**config.mk**
```make
export PLATFORM = sky130hd
export DESIGN_NAME = pll_reset_sequencer
export DESIGN_NICKNAME = d
export VERILOG_FILES = /design/src/rtl/pll_seq_pkg.sv /design/src/rtl/pll_reset_sequencer_bit_sync.sv /design/src/rtl/pll_reset_sequencer.sv
export SDC_FILE = /design/constraint.sdc
export NUM_CORES = 1
export LEC_CHECK = 0
export BUFFER_PORTS_ARGS = -buffer_cell sky130_fd_sc_hd__buf_2
export CORE_MARGIN = 2
export CORE_UTILIZATION = 65
export CTS_BUF_LIST = sky130_fd_sc_hd__clkbuf_2 sky130_fd_sc_hd__clkbuf_4 sky130_fd_sc_hd__clkbuf_8
export DETAILED_ROUTE_END_ITERATION = 16
export PLACE_DENSITY = 0.91
export SYNTH_ARGS = -nofsm -noshare
export SYNTH_HDL_FRONTEND = slang
export SYNTH_HIERARCHICAL = 1
export SYNTH_SLANG_ARGS = --single-unit
```
**constraint.sdc**
```tcl
create_clock -name clk -period 4.26 [get_ports clk]
set_input_delay 0.639 -clock clk [delete_from_list [all_inputs] [get_ports clk]]
set_output_delay 0.639 -clock clk [all_outputs]
set_load 0.02 [all_outputs]
```
**src/rtl/pll_seq_pkg.sv**
```systemverilog
// Shared types and default constants for the PLL reset sequencer.
package pll_seq_pkg;

    typedef enum logic [2:0] {
        RESET     = 3'd0,
        WAIT_LOCK = 3'd1,
        STABLE    = 3'd2,
        RELEASE   = 3'd3,
        RUN       = 3'd4,
        FAULT     = 3'd5
    } pll_seq_state_t;

    localparam int DEF_ARESET_CYCLES        = 16;
    localparam int DEF_LOCK_TIMEOUT_CYCLES  = 50000;
    localparam int DEF_LOCK_STABLE_CYCLES   = 1024;
    localparam int DEF_RELEASE_DELAY_CYCLES = 64;
    localparam int DEF_MAX_RETRIES          = 3;

    function automatic int max_of4(input int a, input int b, input int c, input int d);
        int m;
        m = a;
        if (b > m) m = b;
        if (c > m) m = c;
        if (d > m) m = d;
        return m;
    endfunction

endpackage

```
**src/rtl/pll_reset_sequencer_bit_sync.sv**
```systemverilog
// Two-flop synchronizer for a single asynchronous level; resets to 0.
module bit_sync (
    input  logic clk,
    input  logic areset_n,
    input  logic d,
    output logic q
);

    logic meta;

    always_ff @(posedge clk or negedge areset_n) begin
        if (!areset_n) begin
            meta <= 1'b0;
            q    <= 1'b0;
        end else begin
            meta <= d;
            q    <= meta;
        end
    end

endmodule

```
**src/rtl/pll_reset_sequencer.sv**
```systemverilog
// PLL bring-up/supervision FSM: pulses PLL reset, qualifies lock, releases downstream reset.
// Optional macro LOCK_LOSS_COUNT_EN adds the saturating lock_loss_cnt output.
module pll_reset_sequencer
    import pll_seq_pkg::*;
#(
    parameter int ARESET_CYCLES        = DEF_ARESET_CYCLES,
    parameter int LOCK_TIMEOUT_CYCLES  = DEF_LOCK_TIMEOUT_CYCLES,
    parameter int LOCK_STABLE_CYCLES   = DEF_LOCK_STABLE_CYCLES,
    parameter int RELEASE_DELAY_CYCLES = DEF_RELEASE_DELAY_CYCLES,
    parameter int MAX_RETRIES          = DEF_MAX_RETRIES
) (
    input  logic                               clk,
    input  logic                               areset_n,
    input  logic                               pll_locked,
    input  logic                               soft_restart,
    output logic                               pll_areset,
    output logic                               rst_out_n,
    output logic                               ready,
    output logic                               fault,
    output logic [$clog2(MAX_RETRIES+1)-1:0]   retry_count
`ifdef LOCK_LOSS_COUNT_EN
    ,
    output logic [7:0]                         lock_loss_cnt
`endif
);

    localparam int CNT_MAX = max_of4(ARESET_CYCLES, LOCK_TIMEOUT_CYCLES,
                                     LOCK_STABLE_CYCLES, RELEASE_DELAY_CYCLES);
    localparam int CNT_W   = $clog2(CNT_MAX + 1);
    localparam int RETRY_W = $clog2(MAX_RETRIES + 1);

    // Each phase ends on the edge where the counter holds its last value,
    // so a phase of N cycles occupies exactly N edges.
    localparam logic [CNT_W-1:0]   ARESET_LAST  = CNT_W'(ARESET_CYCLES - 1);
    localparam logic [CNT_W-1:0]   TIMEOUT_LAST = CNT_W'(LOCK_TIMEOUT_CYCLES - 1);
    localparam logic [CNT_W-1:0]   STABLE_LAST  = CNT_W'(LOCK_STABLE_CYCLES - 1);
    localparam logic [CNT_W-1:0]   RELEASE_LAST = CNT_W'(RELEASE_DELAY_CYCLES - 1);
    localparam logic [RETRY_W-1:0] RETRY_LIMIT  = RETRY_W'(MAX_RETRIES);

    pll_seq_state_t   state;
    logic [CNT_W-1:0] phase_cnt;
    logic             locked_s;

    bit_sync u_lock_sync (
        .clk      (clk),
        .areset_n (areset_n),
        .d        (pll_locked),
        .q        (locked_s)
    );

    always_ff @(posedge clk or negedge areset_n) begin
        if (!areset_n) begin
            state       <= RESET;
            phase_cnt   <= '0;
            retry_count <= '0;
            pll_areset  <= 1'b1;
            rst_out_n   <= 1'b0;
            ready       <= 1'b0;
            fault       <= 1'b0;
        end else if (soft_restart) begin
            state       <= RESET;
            phase_cnt   <= '0;
            retry_count <= '0;
            pll_areset  <= 1'b1;
            rst_out_n   <= 1'b0;
            ready       <= 1'b0;
            fault       <= 1'b0;
        end else begin
            case (state)
                RESET: begin
                    if (phase_cnt == ARESET_LAST) begin
                        state      <= WAIT_LOCK;
                        phase_cnt  <= '0;
                        pll_areset <= 1'b0;
                    end else begin
                        phase_cnt <= phase_cnt + 1'b1;
                    end
                end
                WAIT_LOCK: begin
                    if (locked_s) begin
                        state     <= STABLE;
                        phase_cnt <= '0;
                    end else if (phase_cnt == TIMEOUT_LAST) begin
                        phase_cnt  <= '0;
                        pll_areset <= 1'b1;
                        if (retry_count < RETRY_LIMIT) begin
                            state       <= RESET;
                            retry_count <= retry_count + 1'b1;
                        end else begin
                            state <= FAULT;
                            fault <= 1'b1;
                        end
                    end else begin
                        phase_cnt <= phase_cnt + 1'b1;
                    end
                end
                STABLE: begin
                    if (!locked_s) begin
                        state     <= WAIT_LOCK;
                        phase_cnt <= '0;
                    end else if (phase_cnt == STABLE_LAST) begin
                        state     <= RELEASE;
                        phase_cnt <= '0;
                    end else begin
                        phase_cnt <= phase_cnt + 1'b1;
                    end
                end
                RELEASE: begin
                    if (!locked_s) begin
                        state      <= RESET;
                        phase_cnt  <= '0;
                        pll_areset <= 1'b1;
                    end else if (phase_cnt == RELEASE_LAST) begin
                        state     <= RUN;
                        phase_cnt <= '0;
                        rst_out_n <= 1'b1;
                        ready     <= 1'b1;
                    end else begin
                        phase_cnt <= phase_cnt + 1'b1;
                    end
                end
                RUN: begin
                    // Lock loss after a good run restarts with a fresh retry budget.
                    if (!locked_s) begin
                        state       <= RESET;
                        phase_cnt   <= '0;
                        retry_count <= '0;
                        pll_areset  <= 1'b1;
                        rst_out_n   <= 1'b0;
                        ready       <= 1'b0;
                    end
                end
                FAULT: begin
                    phase_cnt <= '0;
                end
                default: begin
                    state       <= RESET;
                    phase_cnt   <= '0;
                    retry_count <= '0;
                    pll_areset  <= 1'b1;
                    rst_out_n   <= 1'b0;
                    ready       <= 1'b0;
                    fault       <= 1'b0;
                end
            endcase
        end
    end

`ifdef LOCK_LOSS_COUNT_EN
    // Survives soft_restart so field diagnostics keep the history.
    always_ff @(posedge clk or negedge areset_n) begin
        if (!areset_n) begin
            lock_loss_cnt <= 8'd0;
        end else if (!soft_restart && state == RUN && !locked_s && lock_loss_cnt != 8'hFF) begin
            lock_loss_cnt <= lock_loss_cnt + 8'd1;
        end
    end
`endif

endmodule
```
# After elaboration in Yosys (flattened, before gate mapping)
# Cells that the tools add are included.
[op_classes]
eq_ne = 26
multipliers = 0
addsub = 2
mux = 43
shifts = 0
n_reduce_logical = 11
bitwise = 0
order_cmp = 1
div_mod_pow = 0
[ops]
columns = ["op", "n"]
rows = [
  ["$mux 16", 9],
  ["$pmux 16 s5", 1],
  ["$mux 3", 10],
  ["$ne 3x3->1 const B", 8],
  ["$pmux 3 s6", 1],
  ["$add 16x1->16 const B", 1],
  ["$eq 16x10->1 const B", 1],
  ["$eq 16x16->1 const B", 1],
  ["$eq 16x4->1 const B", 1],
  ["$eq 16x6->1 const B", 1],
  ["$mux 1", 13],
  ["$mux 2", 5],
  ["$reduce_and 5->1", 2],
  ["$ne 2x1->1 const B", 4],
  ["$ne 4x4->1 const B", 2],
  ["$reduce_and 4->1", 2],
  ["$reduce_or 4->1", 2],
  ["$eq 3x2->1 const B", 2],
  ["$eq 3x3->1 const B", 2],
  ["$pmux 2 s3", 1],
  ["$reduce_and 6->1", 1],
  ["$reduce_or 5->1", 1],
  ["$ne 4x3->1 const B", 1],
  ["$pmux 1 s4", 1],
  ["other kinds (9)", 10],
]
[totals]
mem_bits_rw = 0
inputBits = 4
elab_cells = 91
output_inout_bits = 6
memories = 0
ff_bits = 26
latchBits = 0
romBits = 0

# Longest topological paths before layout
[depth]
word_depth = 6
ltp_mapped = 8
mapped_depth_nobuf = 7

# Cells and area by module
# The synthesis kept the hierarchy.
[by_module_without_submodules]
columns = ["module", "instances", "seq_area_each_um2", "area_per_inst_um2", "cells_each"]
rows = [
  ["pll_reset_sequencer", 1, 601.8, 1483.9, 171],
  ["bit_sync", 1, 50.0, 50.0, 2],
]

# Worst setup path before layout
# OpenSTA, ideal clock, no wires.
[synth_path]
path_kind = "reg-to-reg"
start = "register phase_cnt[9]"
end = "register phase_cnt[10]"
setup_ns = 0.121
path_stages_with_launch = 7
arrival_ns = 2.087
required_time_ns = 4.139
synth_period_minus_slack_ns = 2.208
slack_ns = 2.052
cell_sequence = "dfrtp_1 or4_1 o41a_1 o31ai_4 buf_6 o21ai_2 a22o_1"
[synth_between]
elab_chain_len = 5
word_cells_on_any_way = 14
classes_between = "add/sub: 1; eq/ne: 4; mux: 9"
[synth_lines]
columns = ["element", "line_no", "source"]
rows = [
  ["start, declared", "pll_reset_sequencer.sv:41", "logic [CNT_W-1:0] phase_cnt;"],
  ["start signal, assigned", "pll_reset_sequencer.sv:76", "phase_cnt <= phase_cnt + 1'b1;"],
  ["start signal, assigned", "pll_reset_sequencer.sv:94", "phase_cnt <= phase_cnt + 1'b1;"],
  ["start signal, assigned", "pll_reset_sequencer.sv:105", "phase_cnt <= phase_cnt + 1'b1;"],
  ["$add 16x1->16 (tied with other cells)", "n/a", ""],
  ["$mux 16, on equally long branches", "pll_reset_sequencer.sv:113, pll_reset_sequencer.sv:83, pll_reset_sequencer.sv:101", ""],
  ["$mux 16, on equally long branches", "pll_reset_sequencer.sv:109, pll_reset_sequencer.sv:80, pll_reset_sequencer.sv:98", ""],
  ["$pmux 16 s5 *", "pll_reset_sequencer.sv:69", "case (state)"],
  ["$mux 16 *", "pll_reset_sequencer.sv:60", "end else if (soft_restart) begin"],
]
# Every way passes the cells marked *; elsewhere a longest branch is shown, timed or not.
# A chain may end at the register's enable or synchronous reset.

# Worst setup path after layout
[layout_path]
start = "register phase_cnt[13]"
end = "register phase_cnt[9]"
[layout_between]
elab_chain_len = 5
word_cells_on_any_way = 13
classes_between = "eq/ne: 4; mux: 9"
[layout_lines]
columns = ["element", "line_no", "source"]
rows = [
  ["$eq 16x6->1 (tied with other cells)", "pll_reset_sequencer.sv:113", "end else if (phase_cnt == RELEASE_LAST) begin"],
  ["$mux 16, on equally long branches", "pll_reset_sequencer.sv:113, pll_reset_sequencer.sv:83, pll_reset_sequencer.sv:101", ""],
  ["$mux 16, on equally long branches", "pll_reset_sequencer.sv:109, pll_reset_sequencer.sv:80, pll_reset_sequencer.sv:98", ""],
  ["$pmux 16 s5 *", "pll_reset_sequencer.sv:69", ""],
  ["$mux 16 *", "pll_reset_sequencer.sv:60", ""],
]
# Marked as above.

==> results by group <==
Status
  – Status: complete, no violations

Synthesis
  – Mapped cell area: 1530 um^2
  – Seq/Total Area, Yosys: between 40% and 50%
  – Largest cells by area after synthesis: dfrtp_1 (41%), o21ai_0 (4.9%), nand2_1 (3.7%), a21oi_1 (3.6%), nor2_1 (3.2%)
  – Synthesized flop and latch total: 26
  – Unique masters post-synth: 51
  – Dominant cell by count in the synthesized netlist: dfrtp_1
  – Top post-synthesis cells by count: dfrtp_1 (25), nand2_1 (15), o21ai_0 (15), nor2_1 (13), a21oi_1 (11)
  – Share of Yosys cell area claimed by the top area cell type: 40.8%
  – Yosys warns: 6
  – Avg Cell Area, Syn: about 8.9 um^2
  – Mapped Cells: between 150 and 200
  – Primary FF master, synth: dfrtp_1
  – Mapped Nets: 179
  – Asr flop ratio synth: 100%
  – Cell accounting for the most synthesized area: dfrtp_1
  – Post-synth EDFFs: 0

Finish
  – Final std cells w/o fill: 203
  – Fill cells: 156
  – Diode count: 0
  – Register area: between 600 and 700 um^2
  – Nets: about 180
  – Share of layout cells above drive strength 1: between 10 and 15%
  – Area grow syn2layout: 5.06%
  – Final Util: 72.9%
  – Multi-input logic area: 793 um^2

Clock tree
  – Num CTS Buffers: 3
  – H-Tree Depth: 1
  – Post-CTS Setup Bufs: 0
  – Clk Latency, worst-skew pair: 0.32 ns
  – Hold_buf cts: 0
  – Clock Path Buffers: 2
  – Clock Pin Slew Worst Setup and Hold Paths: 0.14 ns
  – Num Clock Sinks: 26
  – TritonCTS clock tree: yes
  – Cts repair resizes: 0
  – CTS Root Cell: clkbuf_4

Floorplanning
  – Chip Height: about 53 um
  – Die area: between 2000 and 3000 um^2
  – Initial Utilization: 69.3%
  – Die width: approximately 53 um
  – Core area: approximately 2200 um^2
  – Ports: 10
  – FP Rows: 17

Detailed routing
  – Vias: approximately 1400
  – DR pass1 iterations: 4
  – Vias per cell: 6.76
  – Antenna Violating Nets Remaining: 0
  – Drt wl/cell: around 16 um
  – Drt total wl: 3310 um
  – Drt first-iter violations: 84
  – Drt drc: 0

Global routing
  – First-pass GRT wire length: between 5000 and 6000 um
  – Largest net degree at the start of global routing: 27
  – GRT Overall Usage: 27.5%
  – GRT overflow: 0
  – Vias in the first global route: between 1000 and 1500
  – Initial antenna violation count: 0

Worst setup path
  – Worst EP required: around 4.5 ns
  – Worst Path Class, Setup: reg2reg
  – Crit Reg-Reg Startpoint: phase_cnt[13]
  – Crit end category: flop
  – Worst Setup SP: phase_cnt[13]
  – Worst setup SP type: flop
  – Arrival time worst endpoint: a little over 3 ns
  – Critical Path Fanout Max: 16

Timing
  – Setup_tns: 0 ns
  – Final Hold Vio Count: 0
  – Final period util: around two thirds
  – Unrepaired setup endpoints after global routing: false
  – Fin Hold WS: roughly 0.29 ns
  – Max-slew headroom: about three fifths
  – Max-slew violation count: 0
  – Layout Skew: ~0.0043 ns
  – Fmax: about 360 MHz
  – Final critical-path required period: between 2 and 3 ns
  – Worst Max-Slew Pin Slew: around 0.62 ns
  – Final setup violating endpoints: 0
  – Final worst slack: around 1.5 ns

Placed design
  – Total placed cells including tap cells: slightly below 200
  – HPWL after DPL: around 2400 um
  – Port Buffers: 9
  – Gp weighted congestion: approximately 0.81
  – Dpl ws: around 1.5 ns

Power and ir drop
  – VDD IR-drop max: 0.000203 V
  – P_leak: roughly 0.67 nW
  – Cell area power density: ~280 nW/um^2

Worst hold path
  – Worst hold path class: in2async

Job
  – Max cap viols: 0
==> cell type report <==
cell class | count | area share, %
clock buffers | 3 | 1.40
clock inverters | 1 | 1.86
inverters | 9 | 2.10
multi-input cells | 127 | 49.2
flip-flops and latches | 26 | 40.5
well taps | 28 | 2.17
repair buffers | 9 | 2.80
==> stage by stage <==
| step | instance area [um^2] | power [W] |
|---|---|---|
| 5_1_grt | 1610 | 0.000463 |
| 6_report | 1610 | 0.000447 |
| 3_5_place_dp | 1560 | 0.000283 |
| 2_1_floorplan | 1530 | 0.000274 |
| 4_1_cts | 1610 | 0.000451 |
| 3_3_place_gp | 1560 | 0.000281 |
==> layer usage <==
metal	vias to the layer above	track usage (%)	routed length, um
met5	-	0	0
met4	0	10.3	87
met3	15	2.86	195
met2	69	51.5	1690
met1	647	31.9	1340
li1	642	-	-
==> worst max-delay path, cell delays in order, from the launching register on <==
cell and delay (ns):
dfrtp_1 0.43, nor4_1 0.56, nand3_1 0.22, o41a_1 0.41, o31ai_4 0.59, o21ai_0 0.20
a22o_2 0.28
==> state kept, by name, indices dropped and copies added (netlist names) <==
register	count
fault	1
ready	1
retry_count	2
state	3
phase_cnt	16
pll_areset	1
u_lock_sync/q	1
u_lock_sync/meta	1
==> path summary, 6_finish.rpt <==
path	end	slack, ns	cells past startpoint
hold / removal	phase_cnt[14]	0.29	1
setup / recovery	phase_cnt[9]	1.47	6
min in group clk	u_lock_sync/q	0.37	0
setup reg to reg	phase_cnt[9]	1.47	6
max in group asynchronous	pll_areset	3.60	1
hold reg to reg	u_lock_sync/q	0.37	0
==> where the power goes <==
group | internal, W | switching [W]
sequential | 0.000250 | 0.00000347
clock | 0.0000952 | 0.0000741
combinational | 0.00000798 | 0.0000160
total | 0.000353 | 0.0000935
==> cells by family (layout without fill, tap and decap cells) <==
group / after synthesis / in the layout / synth area share [%]
simple gates: 71 / 71 / 25.2
compound gates: 50 / 50 / 22.5
xor+xnor: 3 / 3 / 1.71
mux: 1 / 1 / 0.653
fa+ha+maj: 2 / 2 / 1.63
buf+inv: 20 / 22 / 5.79
flops: 26 / 26 / 42.5
==> cells in the final DEF, fill, tap and decap left out, types with 2 or more instances in the layout <==
cell,netlist,final
a21oi_1,11,11
nor3_1,9,9
inv_1,9,9
o21ai_0,15,15
clkbuf_4,0,3
xor2_1,3,3
or3_2,3,3
nand2_1,15,15
nor4_1,4,4
a22o_1,5,5
buf_2,1,9
nand3_1,6,6
ha_1,2,2
nor4bb_1,2,2
a31oi_1,2,2
or4_2,2,2
nand4_1,4,4
dfrtp_1,25,25
a211oi_1,2,2
nor2_1,13,13
and3_1,3,3
Power figures use the tool's default switching activity.
